==> src/rtl/bcd_seq_converter_pkg.sv <==
`default_nettype none
// ============================================================
// Package  : bcd_pkg
// Desc     : Shared types and constants for the BCD converter
// Revision : 1.0
// ============================================================
package bcd_pkg;

    typedef enum logic [1:0] {
        IDLE = 2'd0,
        CONV = 2'd1,
        DONE = 2'd2
    } state_t;

    localparam logic [3:0] ADJ_THRESHOLD = 4'd5;
    localparam logic [3:0] ADJ_VALUE     = 4'd3;

endpackage
`default_nettype wire

==> src/rtl/bcd_seq_converter_if.sv <==
`default_nettype none
// ============================================================
// Interface: bcd_seq_converter_if
// Desc     : start/done handshake and result bus of the converter
// Revision : 1.0
// ============================================================
interface bcd_seq_converter_if #(
    parameter int WIDTH  = 8,
    parameter int DIGITS = 3
);
    logic                  start;
    logic [WIDTH-1:0]      bin;
    logic                  busy;
    logic                  done;
    logic                  valid;
    logic [4*DIGITS-1:0]   bcd;
    logic                  ovf;
    logic [DIGITS-1:0]     blank;

    modport master (
        output start, bin,
        input  busy, done, valid, bcd, ovf, blank
    );

    modport slave (
        input  start, bin,
        output busy, done, valid, bcd, ovf, blank
    );
endinterface
`default_nettype wire

==> src/rtl/bcd_seq_converter_digit_adj.sv <==
`default_nettype none
// ============================================================
// Module   : bcd_digit_adj
// Desc     : One BCD digit "if >= 5 then add 3" correction cell
// Revision : 1.0
// ============================================================
module bcd_digit_adj
    import bcd_pkg::*;
(
    input  logic [3:0] i_digit,
    output logic [3:0] o_digit
);

    // Input never exceeds 9, so the 4-bit sum cannot wrap.
    assign o_digit = (i_digit >= ADJ_THRESHOLD) ? (i_digit + ADJ_VALUE) : i_digit;

endmodule
`default_nettype wire

==> src/rtl/bcd_seq_converter.sv <==
`default_nettype none
// ============================================================
// Module   : bcd_seq_converter
// Desc     : Sequential double-dabble binary-to-BCD converter
// Revision : 1.0
// ============================================================
module bcd_seq_converter
    import bcd_pkg::*;
#(
    parameter int WIDTH  = 8,
    parameter int DIGITS = 3
)
(
    input  logic                 clk,
    input  logic                 reset,
    bcd_seq_converter_if.slave   bus
);

    localparam int c_cnt_w = $clog2(WIDTH + 1);
    localparam int c_bcd_w = 4 * DIGITS;

    state_t               r_state;
    logic [WIDTH-1:0]     r_shift;
    logic [c_bcd_w-1:0]   r_scratch;
    logic                 r_ovf_sticky;
    logic [c_cnt_w-1:0]   r_count;

    logic                 r_busy;
    logic                 r_done;
    logic                 r_valid;
    logic [c_bcd_w-1:0]   r_bcd;
    logic                 r_ovf;
    logic [DIGITS-1:0]    r_blank;

    logic [c_bcd_w-1:0]   w_adj;
    logic [c_bcd_w-1:0]   w_next_scratch;
    logic [WIDTH-1:0]     w_next_shift;
    logic                 w_carry;
    logic                 w_next_ovf;
    logic [DIGITS-1:0]    w_blank;

    for (genvar gi = 0; gi < DIGITS; gi++) begin : g_digit
        bcd_digit_adj u_adj (
            .i_digit (r_scratch[4*gi +: 4]),
            .o_digit (w_adj[4*gi +: 4])
        );
    end

    // One double-dabble step: adjusted digits and operand shift left as one word.
    assign {w_carry, w_next_scratch, w_next_shift} = {w_adj, r_shift, 1'b0};
    assign w_next_ovf = r_ovf_sticky | w_carry;

    always_comb begin : blank_calc
        logic v_hi_zero;
        w_blank   = '0;
        v_hi_zero = 1'b1;
        for (int i = DIGITS - 1; i >= 1; i--) begin
            v_hi_zero  = v_hi_zero & (w_next_scratch[4*i +: 4] == 4'd0);
            w_blank[i] = v_hi_zero;
        end
    end

    always_ff @(posedge clk or posedge reset) begin
        if (reset) begin
            r_state      <= IDLE;
            r_shift      <= '0;
            r_scratch    <= '0;
            r_ovf_sticky <= 1'b0;
            r_count      <= '0;
            r_busy       <= 1'b0;
            r_done       <= 1'b0;
            r_valid      <= 1'b0;
            r_bcd        <= '0;
            r_ovf        <= 1'b0;
            r_blank      <= '0;
        end else begin
            case (r_state)
                IDLE: begin
                    r_done <= 1'b0;
                    if (bus.start) begin
                        r_shift      <= bus.bin;
                        r_scratch    <= '0;
                        r_ovf_sticky <= 1'b0;
                        r_count      <= c_cnt_w'(WIDTH);
                        r_busy       <= 1'b1;
                        r_state      <= CONV;
                    end
                end
                CONV: begin
                    r_shift      <= w_next_shift;
                    r_scratch    <= w_next_scratch;
                    r_ovf_sticky <= w_next_ovf;
                    r_count      <= r_count - c_cnt_w'(1);
                    if (r_count == c_cnt_w'(1)) begin
                        r_bcd   <= w_next_scratch;
                        r_ovf   <= w_next_ovf;
                        r_blank <= w_blank;
                        r_valid <= 1'b1;
                        r_busy  <= 1'b0;
                        r_done  <= 1'b1;
                        r_state <= DONE;
                    end
                end
                DONE: begin
                    r_done  <= 1'b0;
                    r_state <= IDLE;
                end
                default: begin
                    r_busy  <= 1'b0;
                    r_done  <= 1'b0;
                    r_state <= IDLE;
                end
            endcase
        end
    end

    assign bus.busy  = r_busy;
    assign bus.done  = r_done;
    assign bus.valid = r_valid;
    assign bus.bcd   = r_bcd;
    assign bus.ovf   = r_ovf;
    assign bus.blank = r_blank;

endmodule
`default_nettype wire
==> src/flat_wrapper.sv <==
// flat-port wrapper written by rule: the top's interface ports become plain ports
module bcd_seq_converter_flat import bcd_pkg::*;
#(
    parameter int WIDTH  = 8,
    parameter int DIGITS = 3
)
  (clk, reset, bus_start, bus_bin, bus_busy, bus_done, bus_valid, bus_bcd, bus_ovf, bus_blank);
  bcd_seq_converter_if #(.WIDTH(WIDTH), .DIGITS(DIGITS)) bus_i ();
  input  logic clk;
  input  logic reset;
  input wire logic [$bits(bus_i.start)-1:0] bus_start;
  input wire logic [$bits(bus_i.bin)-1:0] bus_bin;
  output wire logic [$bits(bus_i.busy)-1:0] bus_busy;
  output wire logic [$bits(bus_i.done)-1:0] bus_done;
  output wire logic [$bits(bus_i.valid)-1:0] bus_valid;
  output wire logic [$bits(bus_i.bcd)-1:0] bus_bcd;
  output wire logic [$bits(bus_i.ovf)-1:0] bus_ovf;
  output wire logic [$bits(bus_i.blank)-1:0] bus_blank;
  assign bus_i.start = bus_start;
  assign bus_i.bin = bus_bin;
  assign bus_busy = bus_i.busy;
  assign bus_done = bus_i.done;
  assign bus_valid = bus_i.valid;
  assign bus_bcd = bus_i.bcd;
  assign bus_ovf = bus_i.ovf;
  assign bus_blank = bus_i.blank;
  bcd_seq_converter #(.WIDTH(WIDTH), .DIGITS(DIGITS)) u_core (.clk(clk), .reset(reset), .bus(bus_i));
endmodule
==> config.mk <==
export PLATFORM = sky130hd
export DESIGN_NAME = bcd_seq_converter_flat
export DESIGN_NICKNAME = d
export VERILOG_FILES = /design/src/rtl/bcd_seq_converter_pkg.sv /design/src/rtl/bcd_seq_converter_if.sv /design/src/rtl/bcd_seq_converter_digit_adj.sv /design/src/rtl/bcd_seq_converter.sv /design/src/flat_wrapper.sv
export SDC_FILE = /design/constraint.sdc
export NUM_CORES = 1
export LEC_CHECK = 0
export CAP_MARGIN = 10
export CORE_MARGIN = 3
export CORE_UTILIZATION = 46
export DETAILED_ROUTE_END_ITERATION = 7
export PLACE_DENSITY_LB_ADDON = 0.12
export SETUP_SLACK_MARGIN = 0.3
export SYNTH_ARGS = -nofsm -noshare
export SYNTH_HDL_FRONTEND = slang
export SYNTH_HIERARCHICAL = 1
export SYNTH_SLANG_ARGS = --single-unit
==> constraint.sdc <==
create_clock -name clk -period 1.9 [get_ports clk]
set_input_delay 0.285 -clock clk [delete_from_list [all_inputs] [get_ports clk]]
set_output_delay 0.285 -clock clk [all_outputs]
set_load 0.03 [all_outputs]
; ---- After elaboration in Yosys (flattened, before gate mapping)
; Index checks and enable logic that the tools add are counted.
[word_totals]
elab_cells = 53
register_bits = 45
output_inout_bits = 19
[op_classes]
n_bitwise = 3
n_eq_ne = 5
n_addsub = 4
n_reduce_logical = 8
magnitude_cmp = 3
muxes = 19
[op_table]
columns = cell, n
row1 = $pmux 12 s2, 1
row2 = $mux 4, 4
row3 = $pmux 8 s2, 1
row4 = $add 4x2->4 const B, 3
row5 = $ge 4x3->1 const B, 3
row6 = $mux 12, 1
row7 = $logic_not 4->1, 2
row8 = $mux 8, 1
row9 = $pmux 4 s2, 1
row10 = $reduce_and 2->1, 3
row11 = $mux 1, 5
row12 = $eq 4x1->1 const B, 1
row13 = $mux 2, 2
row14 = $pmux 2 s2, 1
row15 = $sub 4x1->4 const B, 1
row16 = $pmux 1 s3, 1
row17 = $reduce_and 3->1, 1
row18 = $eq 2x1->1 const B, 1
row19 = $eq 2x2->1 const B, 1
row20 = $logic_not 2->1, 1
row21 = $ne 2x1->1 const B, 1
row22 = $ne 2x2->1 const B, 1
row23 = $pmux 1 s2, 1
row24 = $reduce_bool 2->1, 1
row25 = 3 further kinds, 3

; ---- Longest topological paths before layout
; Gate-level depths: netlist (run 1).
[depth]
ltp_word = 4
ltp_mapped = 8
ltp_nobuf = 8

; ---- By module
; The synthesis (run 1) kept the hierarchy.
[by_module_without_submodules]
columns = mod, n_inst, cells_per_inst, area_per_inst_um2
row1 = bcd_seq_converter, 1, 150, 1868.0
row2 = bcd_digit_adj, 3, 16, 101.3

; ---- Least setup slack after synthesis (run 1)
; Ideal clock, no wire load.
[synth_timing]
kind = register to register
from = register u_core.r_scratch[8]
to = register u_core.r_blank[1] (netlist: u_core/bus.blank[1])
arrival_ns = 1.613
path_stages_with_launch = 8
slack_ns = 0.224
required_time_ns = 1.836
cell_sequence = dfrtp_1 > ha_1 > nand2b_1 > a21oi_2 > xnor2_1 > nor4_1 > nand4_1 > a21bo_2
[synth_via]
elab_chain_cells = 4
[synth_rtl]
columns = element, line_no
row1 = from (decl), bcd_seq_converter.sv:24  ; logic [c_bcd_w-1:0] r_scratch;
row2 = from (signal assigned), bcd_seq_converter.sv:91  ; r_scratch <= w_next_scratch;
row3 = $add 4x2->4 / $ge 4x3->1 (equally long branches), bcd_seq_converter_digit_adj.sv:15  ; assign o_digit = (i_digit >= ADJ_THRESHOLD) ? (i_digit + ADJ_VALUE) : i_digit;
row4 = $mux 4 (*), bcd_seq_converter_digit_adj.sv:15
row5 = named net u_core.w_adj[8], bcd_seq_converter.sv:35  ; logic [c_bcd_w-1:0] w_adj;
row6 = $logic_not 4->1 (*), bcd_seq_converter.sv:58  ; v_hi_zero = v_hi_zero & (w_next_scratch[4*i +: 4] == 4'd0);
row7 = $and 1x1->1 (*), bcd_seq_converter.sv:58
row8 = to (signal assigned), bcd_seq_converter.sv:97  ; r_blank <= w_blank;
row9 = to (decl), bcd_seq_converter.sv:33  ; logic [DIGITS-1:0] r_blank;
; The timed path passes the listed nets; every way through them passes the cells marked *.
; A chain may end at the register's enable or synchronous reset.

; ---- Worst setup path in the final report (run 1)
[layout_timing]
from = register u_core.r_scratch[9]
to = register u_core.r_blank[1] (netlist: u_core/bus.blank[1])
; Same word-level chain as after synthesis.

==> key figures, run 1 <==
Outcome
  • Outcome: completed

Synthesis
  • Number of synthesized flops with an enable pin: 0
  • Netlist Area Pre-Place: roughly 2200 sq um
  • Most used DFF post-synth: dfrtp_1
  • Synth Warn #: 6
  • Post-Syn Area per Cell: 11.0 sq um
  • Asr flop ratio synth: 1.00
  • Flops & latches, synth: 45
  • Sequential area share after synthesis: 0.518
  • Count of different cell masters after synthesis: 33
  • Post-Synthesis Cells: 198
  • Mapped Nets: 217

Route
  • Drt total wl: 5080 um
  • First-pass DRT Iterations: 4
  • # DRC: 0
  • First-iteration detailed-routing DRC count: 140
  • Routed vias: 1671
  • WL per Instance: 17.0 um
  • Antenna viol nets, final: 0
  • Via density: 5.61

Critical path
  • Crit-path max FO: 3
  • CP Launch Type: flip-flop
  • Worst setup EP type: flip-flop
  • CP Class: flip-flop to flip-flop
  • Crit path required time: approximately 2.1 ns
  • Critical path arrival: between 1.5 and 2 ns

Clock tree
  • Clock Latency Late Sink: 0.30 ns
  • CTS root buf: clkbuf_8
  • Clock transition at the registers of the reported paths: 0.09 ns
  • Bufs on Longest Clock Path: 2
  • CTS tree: done
  • Cts hold-fix bufs: 0
  • Total CTS buffers: 5
  • Sink Count: 45
  • Htree depth: 2

STA
  • Fin Hold WS: 0.343 ns
  • RSZ-0062 raised after global routing: true
  • Final setup violation count: 0
  • Final Hold Viols: 0
  • Tcrit/Tclk final: 0.945
  • Max-slew violation count: 0
  • Fin crit period: 1.80 ns
  • Setup TNS: 0 ns
  • Fmax: 0.557 GHz
  • Final Skew: between 0.005 and 0.006 ns

Finish
  • Proportion of layout cells with a drive suffix above 1: 0.297
  • Commonest non-fill, non-tap cells in the layout: dfrtp_1 (43), nand2_1 (21), buf_4 (19)
  • Final design utilization: 0.650
  • Layout fillers: 339
  • Commonest non-fill, non-tap cell in the layout: dfrtp_1
  • Non-filler cells, final: 298
  • Layout net count: 264
  • # diodes: 0
  • Layout area overhead: 32.9%

Placement
  • PortBufs: 28
  • Post-DP HPWL: 3020 um
  • Gp weighted congestion: 0.771
  • Placed cells: 276

Power
  • Power, Total: 5.57 mW
  • Static Leakage: 1.37 nW
  • Max rail drop VDD: 795 uV
  • Pwr dens: 1930 nW/um^2

Global routing
  • Total GRT Usage: 0.182
  • Number of global-route vias before repair: 1693
  • Largest net degree at the start of global routing: 46
  • Initial antenna violation count: 0
  • Global route overflow: 0
  • First-pass GRT wire length: 7790 um

Floorplanning
  • Initial Utilization: 0.489
  • Chip Width: 74.7 um
  • Row cnt: 24
  • CORE AREA: 4440 sq um
  • Height of the die: 74.7 um
  • I/O Pins: 30
  • Die area: 5580 sq um

Flow run
  • Max_cap viols: 0

Hold path
  • HP Class: primary input to asynchronous set/reset pin
## critical path, cell delays in order, from the launching register on
cell      delay, ns
dfrtp_1        0.41
inv_2          0.09
ha_4           0.16
nand2b_4       0.14
a21oi_4        0.20
mux2i_4        0.32
nor4_4         0.06
nand4_1        0.09
a21bo_2        0.22
## path summary, 6_finish.rpt
kind / from / end / slack [ns] / depth (start not counted)
max: u_core/r_scratch[9] / u_core/bus.blank[1] / 0.10 / 8
min: reset / u_core/bus.bcd[0] / 0.34 / 3
min reg2reg: u_core/bus.valid / u_core/bus.valid / 0.49 / 1
min in group clk: u_core/bus.valid / u_core/bus.valid / 0.49 / 1
max reg2reg: u_core/r_scratch[9] / u_core/bus.blank[1] / 0.10 / 8
max in group asynchronous: reset / u_core/r_count[0] / 1.34 / 3
## flip-flops by register name, indices dropped and copies added, names as in the netlist
signal / flops
u_core/bus.blank: 2
u_core/bus.busy: 1
u_core/r_shift: 8
u_core/bus.ovf: 1
u_core/r_scratch: 12
u_core/r_ovf_sticky: 1
u_core/r_count: 4
u_core/r_state: 2
u_core/bus.valid: 1
u_core/bus.done: 1
u_core/bus.bcd: 12
## area by class of cell
type,count,area (sq um),share of cell area
well taps,52,65.1,0.0225
multi-input cells,132,1140,0.394
repair buffers,48,420,0.146
inverters,13,48.8,0.0169
flip-flops and latches,45,1130,0.391
clock buffers,5,68.8,0.0238
clock inverters,3,17.5,0.00607
## through the flow
stage	area, sq um	setup WS (ns)
6_report	2890	0.105
3_3_place_gp	2560	0.150
4_1_cts	2740	0.168
5_1_grt	2890	0.000610
2_1_floorplan	2200	0.243
3_5_place_dp	2560	0.0650
## cells by family (layout without fill, tap and decap cells)
logic type      count (synthesis)  count (layout)  synth area share
xor+xnor                        3               3            0.0121
simple gates                   50              51             0.119
mux                            17              17            0.0979
fa+ha+maj                       8               8            0.0461
buf+inv                        22              69            0.0455
flops                          45              45             0.518
compound gates                 52              52             0.160
other cells                     1               1           0.00173
## layer usage
metal,vias to the layer above,wire length (um),track usage,part of all wire
met5,-,0,0,0
li1,778,-,-,-
met1,843,2180,0.239,0.43
met3,4,215,0.0307,0.042
met4,0,42,0.0692,0.0083
met2,46,2640,0.302,0.52
## power breakdown
| part | switching [mW] | internal [mW] |
|---|---|---|
| clock network | 0.330 | 0.254 |
| logic | 1.68 | 1.52 |
| registers | 0.387 | 1.39 |
## cells in the mapped netlist (2+ instances only)
library cell,instances,share of area
mux2_4,7,0.048
buf_2,4,0.0092
nand2b_1,9,0.026
o21ai_0,12,0.028
a21oi_2,3,0.012
dfrtp_1,45,0.52
inv_1,13,0.022
nor4_1,2,0.0058
nor2_1,8,0.014
mux2i_1,4,0.018
xnor2_1,3,0.012
nand2_1,21,0.036
clkbuf_1,3,0.0052
and2_1,5,0.014
o22ai_1,4,0.012
mux2_2,6,0.031
a31oi_1,6,0.017
ha_1,8,0.046
o21ai_1,3,0.0069
a21oi_1,7,0.016
a22o_1,13,0.052
## repair_timing
item                                    4_1_cts  5_1_grt
cloned                                        0        1
resized for setup                            30       20
endpoints found under the setup margin       23       17
buffers inserted                              7        6
pin swaps                                     7        6
No activity file was read; power rests on OpenSTA's default activity.
==> inputs of run 2 (changes only) <==
- TNS_END_PERCENT: unset -> 30
==> key figures, run 2 (synthesized netlist as in run 1, its figures left out) <==
STA
  • Final Hold Viols: 0
  • Setup TNS: 0 ns
  • Fin Hold WS: around 0.34 ns
  • Final Skew: 0.00768 ns
  • Final setup violation count: 0
  • RSZ-0062 raised after global routing: true
  • Fmax: 0.555 GHz
  • Max-slew violation count: 0
  • Tcrit/Tclk final: 0.949
  • Fin crit period: 1.80 ns

Finish
  • Commonest non-fill, non-tap cell in the layout: dfrtp_1
  • Final design utilization: 0.644
  • Layout fillers: roughly 330
  • Non-filler cells, final: 295
  • FF+latch area: 1130 sq um
  • Layout area overhead: 31.7%
  • Proportion of layout cells with a drive suffix above 1: 0.272
  • # diodes: 0
  • Commonest non-fill, non-tap cells in the layout: dfrtp_1 (44), clkdlybuf4s50_1 (24), nand2_1 (21)
  • Layout net count: 261
  • Area of the multi-input gates: 1110 sq um

Critical path
  • Critical path origin: u_core/r_scratch[9]
  • Worst reg-to-reg path cell count: 8
  • Crit-path max FO: 3
  • R2r setup slk: between 0.09 and 0.1 ns
  • Crit path required time: 2.15 ns
  • Crit Reg-Reg Startpoint: u_core/r_scratch[9]
  • CP Launch Type: flip-flop
  • Reg2reg end: u_core/bus.blank[1]
  • Worst Setup EP: u_core/bus.blank[1]
  • Critical path arrival: 2.05 ns
  • Worst setup EP type: flip-flop
  • CP Class: flip-flop to flip-flop

Power
  • Psw: roughly 2.4 mW
  • Sw Share: 0.426
  • Comb power frac: 0.573
  • Pwr dens: ~2000 nW/um^2
  • Static Leakage: 1.33 nW
  • Sequential power share: 0.321
  • Int Pwr: 3.19 mW
  • Max rail drop VDD: 851 uV
  • Clock network power share: 0.106

Route
  • Routed vias: 1652
  • Via density: 5.60
  • First-pass DRT Iterations: 5
  • Drt total wl: 4960 um
  • # DRC: 0
  • First-iteration detailed-routing DRC count: 150
  • WL per Instance: 16.8 um
  • Antenna viol nets, final: 0

Clock tree
  • Htree depth: 2
  • CTS tree: done
  • Clock Latency Late Sink: 0.30 ns
  • Clock transition at the registers of the reported paths: 0.09 ns
  • Bufs on Longest Clock Path: 2
  • Sink Count: between 40 and 50
  • CTS root buf: clkbuf_8
  • Cts hold-fix bufs: 0
  • Total CTS buffers: 5

Floorplanning
  • Height of the die: 74.7 um
  • Initial Utilization: 0.489
  • Chip Width: 74.7 um
  • CORE AREA: 4440 sq um
  • I/O Pins: 30
  • Die area: 5580 sq um
  • Row cnt: 24

Placement
  • PortBufs: 28
  • Placed cells: 276
  • Post-DP HPWL: 3020 um
  • Gp weighted congestion: about 0.77

Global routing
  • Initial antenna violation count: 0
  • Met1 Usage GRT: 0.240
  • Total GRT Usage: 0.182
  • First-pass GRT wire length: 7800 um
  • GR Layer Usage met2: 0.302
  • Largest net degree at the start of global routing: 46
  • Routing usage on met3: 0.0307
  • Number of global-route vias before repair: 1697
  • Gr busiest metal: met2
  • Global route overflow: 0

Flow run
  • Max_cap viols: 0

Hold path
  • HP Class: primary input to asynchronous set/reset pin

Outcome
  • Outcome: completed
==> run 2: cell count changes in the layout (fill, tap and decap cells not counted), sizes merged <==
cell | before | now
buf | 20 | 17
clkdlybuf4s50 | 10 | 24
dlygate4sd2 | 18 | 3
dlymetal6s2s | 0 | 1
==> run 2: worst min path at each step <==
stage	startpoint	end	slack, ns	cells after the start
after detailed placement	u_core/r_shift[3]	u_core/r_shift[3]	0.47	2
after global routing	reset	u_core/bus.valid	0.39	3
final	reset	u_core/bus.bcd[0]	0.34	3
after floorplan	bus_bin[0]	u_core/r_shift[0]	0.42	1
after global placement	u_core/bus.valid	u_core/bus.valid	0.45	1
after CTS	reset	u_core/bus.bcd[6]	0.35	3
==> run 2: critical path, cell delays in order, from the launching register on <==
cell and delay (ns):
dfrtp_1 0.41, inv_2 0.09, ha_4 0.16, nand2b_4 0.14, a21oi_4 0.20, xnor2_2 0.15, nor4_4 0.28, nand4_1 0.12
a21bo_2 0.20
==> run 2: area by class of cell <==
class	instances	area share
Clock buffer	5	0.0240
Inverter	13	0.0171
Multi-Input combinational cell	132	0.390
Clock inverter	3	0.00612
Sequential cell	45	0.394
Tap cell	52	0.0227
Timing Repair Buffer	45	0.146
==> run 2: repair_timing <==
item | 4_1_cts | 5_1_grt
pin swaps | 7 | 6
resized for setup | 15 | 16
gates cloned | 0 | 1
endpoints found under the setup margin | 23 | 32
setup buffers | 7 | 3
==> run 2: power by group through the flow <==
stage          Sequential [mW]  Combinational (mW)  Clock [mW]
6_report                  1.78                3.19       0.590
5_1_grt                   1.84                3.44       0.637
4_1_cts                   1.74                2.86       0.598
3_5_place_dp              1.75                2.62           0
3_3_place_gp              1.73                2.53           0
2_1_floorplan             2.02                1.56           0
==> run 2: metal layers <==
| metal | up-vias | routed length [um] |
|---|---|---|
| met5 | - | 0 |
| met2 | 44 | 2490 |
| met1 | 830 | 2230 |
| li1 | 772 | - |
| met3 | 6 | 182 |
| met4 | 0 | 53 |
==> run 2: stage by stage <==
stage | power [mW] | instance area (sq um) | setup slack, ns
after global routing | 5.91 | 2860 | 0.000573
final | 5.56 | 2860 | 0.0968
after detailed placement | 4.37 | 2560 | 0.0650
after CTS | 5.20 | 2750 | 0.168
after floorplan | 3.58 | 2200 | 0.243
after global placement | 4.26 | 2560 | 0.150
